### src/rtl/multicycle_ctrl_fsm.sv
// rtl/multicycle_ctrl_fsm.sv - multi-cycle IF/DEC/EXE/MEM/WB control unit for the MIPS core
module multicycle_ctrl_fsm #(
    parameter int MEM_LAT = 1
) (
    input  logic       clk,
    input  logic       rst,
    input  logic [5:0] opcode,
    input  logic       zero,
    output logic       pc_we,
    output logic [1:0] pc_sel,
    output logic       ir_we,
    output logic       mem_re,
    output logic       mem_we,
    output logic       iord,
    output logic       rf_we,
    output logic       rf_dst,
    output logic       rf_src,
    output logic       alu_src_b,
    output logic [1:0] alu_op,
    output logic       instr_done,
    output logic       illegal_op,
    output logic [2:0] state
);

    typedef enum logic [2:0] {
        S_IDLE = 3'd0,
        S_IF   = 3'd1,
        S_DEC  = 3'd2,
        S_EXE  = 3'd3,
        S_MEM  = 3'd4,
        S_WB   = 3'd5
    } state_t;

    localparam logic [5:0] OP_R    = 6'b000000;
    localparam logic [5:0] OP_LW   = 6'b100011;
    localparam logic [5:0] OP_SW   = 6'b101011;
    localparam logic [5:0] OP_ADDI = 6'b001000;
    localparam logic [5:0] OP_BEQ  = 6'b000100;
    localparam logic [5:0] OP_J    = 6'b000010;

    // Terminal count of the memory wait counter; IF and MEM last MEM_LAT cycles.
    localparam logic [3:0] LAST_CNT = 4'(MEM_LAT - 1);

    state_t     state_q;
    state_t     state_d;
    logic [3:0] cnt_q;
    logic [5:0] op_q;
    logic       cnt_last;
    logic       dec_legal;

    assign cnt_last = (cnt_q == LAST_CNT);

    // Opcodes that continue into EXE; j retires in DEC, anything else is illegal.
    assign dec_legal = (opcode == OP_R) || (opcode == OP_LW) || (opcode == OP_SW) ||
                       (opcode == OP_ADDI) || (opcode == OP_BEQ);

    // State register, memory wait counter (cleared on every state change) and opcode latch.
    always_ff @(posedge clk) begin
        if (rst) begin
            state_q <= S_IDLE;
            cnt_q   <= 4'd0;
            op_q    <= 6'd0;
        end else begin
            state_q <= state_d;
            if (state_d != state_q) begin
                cnt_q <= 4'd0;
            end else if (state_q == S_IF || state_q == S_MEM) begin
                cnt_q <= cnt_q + 4'd1;
            end
            if (state_q == S_DEC) begin
                op_q <= opcode;
            end
        end
    end

    // Next-state sequencing through the instruction phases.
    always_comb begin
        state_d = state_q;
        case (state_q)
            S_IDLE: state_d = S_IF;
            S_IF: begin
                if (cnt_last) state_d = S_DEC;
            end
            S_DEC: begin
                if (dec_legal) state_d = S_EXE;
                else           state_d = S_IF;
            end
            S_EXE: begin
                if (op_q == OP_LW || op_q == OP_SW)       state_d = S_MEM;
                else if (op_q == OP_R || op_q == OP_ADDI) state_d = S_WB;
                else                                      state_d = S_IF;
            end
            S_MEM: begin
                if (cnt_last) state_d = (op_q == OP_LW) ? S_WB : S_IF;
            end
            S_WB:    state_d = S_IF;
            default: state_d = S_IDLE;
        endcase
    end

    // Moore output decode; DEC looks at the freshly loaded IR, beq EXE passes zero to pc_we.
    always_comb begin
        pc_we      = 1'b0;
        pc_sel     = 2'b00;
        ir_we      = 1'b0;
        mem_re     = 1'b0;
        mem_we     = 1'b0;
        iord       = 1'b0;
        rf_we      = 1'b0;
        rf_dst     = 1'b0;
        rf_src     = 1'b0;
        alu_src_b  = 1'b0;
        alu_op     = 2'b00;
        instr_done = 1'b0;
        illegal_op = 1'b0;
        case (state_q)
            S_IF: begin
                mem_re = 1'b1;
                if (cnt_last) begin
                    ir_we = 1'b1;
                    pc_we = 1'b1;
                end
            end
            S_DEC: begin
                if (opcode == OP_J) begin
                    pc_we      = 1'b1;
                    pc_sel     = 2'b10;
                    instr_done = 1'b1;
                end else if (!dec_legal) begin
                    illegal_op = 1'b1;
                end
            end
            S_EXE: begin
                if (op_q == OP_R) begin
                    alu_op = 2'b10;
                end else if (op_q == OP_LW || op_q == OP_SW || op_q == OP_ADDI) begin
                    alu_src_b = 1'b1;
                end else if (op_q == OP_BEQ) begin
                    alu_op     = 2'b01;
                    pc_sel     = 2'b01;
                    pc_we      = zero;
                    instr_done = 1'b1;
                end
            end
            S_MEM: begin
                iord = 1'b1;
                if (op_q == OP_LW) begin
                    mem_re = 1'b1;
                end else if (cnt_last) begin
                    mem_we     = 1'b1;
                    instr_done = 1'b1;
                end
            end
            S_WB: begin
                rf_we      = 1'b1;
                rf_dst     = (op_q == OP_R);
                rf_src     = (op_q == OP_LW);
                instr_done = 1'b1;
            end
            default: ;
        endcase
        // A reset cycle must never leak a strobe, even mid-instruction.
        if (rst) begin
            pc_we      = 1'b0;
            pc_sel     = 2'b00;
            ir_we      = 1'b0;
            mem_re     = 1'b0;
            mem_we     = 1'b0;
            iord       = 1'b0;
            rf_we      = 1'b0;
            rf_dst     = 1'b0;
            rf_src     = 1'b0;
            alu_src_b  = 1'b0;
            alu_op     = 2'b00;
            instr_done = 1'b0;
            illegal_op = 1'b0;
        end
    end

    assign state = rst ? 3'd0 : state_q;

endmodule

### config.mk
export PLATFORM = sky130hd
export DESIGN_NAME = multicycle_ctrl_fsm
export DESIGN_NICKNAME = d
export VERILOG_FILES = /design/src/rtl/multicycle_ctrl_fsm.sv
export SDC_FILE = /design/constraint.sdc
export NUM_CORES = 1
export LEC_CHECK = 0
export CORE_ASPECT_RATIO = 1.4
export CORE_MARGIN = 1
export CORE_UTILIZATION = 48
export CTS_CLUSTER_SIZE = 30
export DETAILED_ROUTE_END_ITERATION = 16
export PLACE_DENSITY = 0.82
export SLEW_MARGIN = 10
export SYNTH_ARGS = -nofsm -noshare
export SYNTH_HDL_FRONTEND = slang
export SYNTH_SLANG_ARGS = --single-unit
### constraint.sdc
create_clock -name clk -period 2.24 [get_ports clk]
set_input_delay 0.224 -clock clk [delete_from_list [all_inputs] [get_ports clk]]
set_output_delay 0.224 -clock clk [all_outputs]
set_load 0.03 [all_outputs]
==> flow_summary.yaml <==
clock_tree:
  cts.sinks: 13
  num_cts_buffers: 3
  clkSlewWorstSetupHoldPaths_ns: 0.08
  cts_buffer_depth: 2
  ctsRootBufferMaster: "clkbuf_4"
  cts-htree-levels: 1
  clock_insertion_delay_worst_skew_ns: 0.29
  tritoncts: "done"
logic_synthesis:
  syn-cell-area_um2: 1070
  asyncSetResetFlopFracSynth_pct: 0
  netlist-cell-type-count: 47
  flops_latches_synth: 13
  synth.net_count: 143
  synth_top_area_share_pct: 24.2
  synth_top_cells_by_area: "dfxtp_1 (24%), nor2_1 (5.9%), mux2i_1 (5.6%)"
  synth.largest_area_cell: "dfxtp_1"
  syn-mean-instance-area_um2: 8.26
  synth-edff-count: 0
  netlist_instances: 130
  yosysSeqAreaShare_pct: 24.2
  synth_flop_type: "dfxtp_1"
  yosys_warnings: 0
  synth_top_cells_by_count: "nor2_1 (17), dfxtp_1 (13), nor3_1 (9)"
  synth.most_common_cell: "nor2_1"
job:
  max_cap_violations: 0
cells_and_area:
  final_design_area_no_fill_um2: 1460
  layout.area.seq_um2: 263
  final_layout_size_suffix_gt1_share_pct: 31.0
  fill_count: 165
  finalNetCount: 182
  antennaDiodeCount: 0
  multi_input_area_um2: 767
  layout.cells.non_filler: 189
  flow.area_growth_from_synthesis_pct: 36.4
timing:
  minimum_clock_period_ns: 2.17
  setup_viol: 0
  timing_max_transition_violations_final: 0
  slew_headroom_pct: 59.3
  fin_skew_ns: 0.00125
  hold_viol_final: 0
  layout_worst_path_cycle_share_pct: 97.0
  worst_pin_slew_ns: 0.606
  timing.fmax_ghz: 0.460
  finalSetupTns_ns: 0
  timing.hold.ws_ns: 0.577
  setup_slack_ns: 0.0665
floorplan:
  chipHeight_um: 58.0
  placement_rows: 19
  starting_utilization_of_the_core_area_pct: 52.5
  die_area_um2: 2430
  io_pins: 27
  core_region_area_um2: 2040
  die_w_um: 42.0
placement:
  pre_cts_slack_ns: 0.0803
  post_detail_place_hpwl_um: 2300
  place.detailed.instances: 180
  io_buffer_count: 26
  placed_area_um2: 1350
  place_congestion: 0.864
global_routing:
  grtUsageTotal_pct: 27.4
  gr-total-overflow: 0
  largest_net_degree_at_the_start_of_global_routing: 18
  grt_pass1_vias: 1154
  grt_pass1_wl_um: 5160
  antenna_found_initial: 0
detailed_routing:
  avgViaCountPerCell: 6.34
  detail_route.first_pass.iterations: 4
  antenna_violation_net_count_after_detailed_routing: 0
  postRouteWirelength_um: 3270
  detail_route.iter0.violations: 71
  vias: 1198
  detail_route.wl_per_cell_um: 17.3
  drc_errors: 0
power_and_ir_drop:
  vdd_ir_drop_max_v: 0.000284
  p_leak_nw: 0.597
  power-per-cell-area_nw_per_um2: 403
setup_path:
  crit_path_start_kind: "input pin"
  path_max_fanout: 3
  required_ns: 2.02
  cp_endpoint_kind: "primary output"
  critPathArrivalTime_ns: 1.95
  crit_type: "in -> out"
status:
  run_status: "complete, no violations"
worst_hold_path:
  min_path_type: "reg -> reg"
==> registers in the layout, summed over array words and instances, names as in the netlist <==
name	flops
cnt_q	4
op_q	6
state_q	3
==> what timing repair did <==
action	4_1_cts	5_1_grt
endpoints found under the hold margin	0	0
hold buffers	0	0
setup buffers	3	2
gates cloned	0	0
pin swaps	0	4
setup endpoints to repair	4	3
resized for setup	6	7
==> metal layers <==
layer | vias to the layer above | global-route usage, % | share of wire (%)
li1 | 561 | - | -
met1 | 584 | 28.2 | 37
met2 | 45 | 52.9 | 56
met3 | 8 | 5.92 | 4.9
met4 | 0 | 10.6 | 1.8
met5 | - | 0 | 0
==> metrics by stage <==
stage | power, mW | util (%)
floorplan | 0.371 | -
global placement | 0.424 | 66.1
detailed placement | 0.430 | 66.1
CTS | 0.583 | 69.5
global route | 0.618 | 71.6
finish | 0.590 | 71.6
==> worst paths after layout <==
kind                    from          to  slack, ns  depth (start not counted)
setup / recovery   opcode[0]  instr_done       0.07                          6
hold / removal       op_q[4]     op_q[4]       0.58                          2
setup reg to reg  state_q[2]    cnt_q[2]       0.29                          5
hold reg to reg      op_q[4]     op_q[4]       0.58                          2
==> layout by cell type (no fill, tap or decap), drive strengths merged, types with 2 or more instances in the layout <==
cell type	Yosys	layout
nor3b	3	3
nor2	17	17
inv	6	6
buf	6	31
nor3	9	9
o31a	2	2
nor4b	2	2
nor2b	3	3
clkdlybuf4s50	1	10
o22ai	4	4
and3	4	4
a21oi	4	4
nor4	7	7
a311oi	3	3
clkbuf	2	3
ha	4	4
mux2i	6	6
o21a	2	2
or2b	2	2
nand3	3	3
nand2	5	5
a31oi	3	3
dfxtp	13	13
==> report_power, final <==
| part | internal, mW | switching [mW] | leakage, nW |
|---|---|---|---|
| Clock | 0.0666 | 0.0869 | 0.0177 |
| Combinational | 0.0804 | 0.104 | 0.472 |
| Sequential | 0.239 | 0.0126 | 0.107 |
| Total | 0.386 | 0.204 | 0.597 |
==> final cells by class <==
class | count | share of cell area, %
multi-input cells | 102 | 52.4
repair buffers | 43 | 24.4
flip-flops and latches | 13 | 17.9
well taps | 21 | 1.79
clock buffers | 3 | 1.54
inverters | 6 | 1.54
clock inverters | 1 | 0.342
==> critical path, stage by stage <==
cell             delay [ns]
clkdlybuf4s50_1        0.41
or4b_1                 0.54
nor3_2                 0.16
nand2_1                0.13
a311oi_2               0.26
buf_4                  0.21
==> cell families (layout without fill, tap and decap cells) <==
kind of cell,Yosys count,count (layout),share of synthesized area (%)
AOI/OAI and AO/OA,27,27,20.3
xor gates and xnor gates,1,1,0.816
adders and majority gates,4,4,4.66
buffers and inverters,15,53,9.56
DFF,13,13,24.2
muxes,6,6,5.59
and+or+nand+nor,64,64,34.8
No activity file was read; power rests on OpenSTA's default activity.
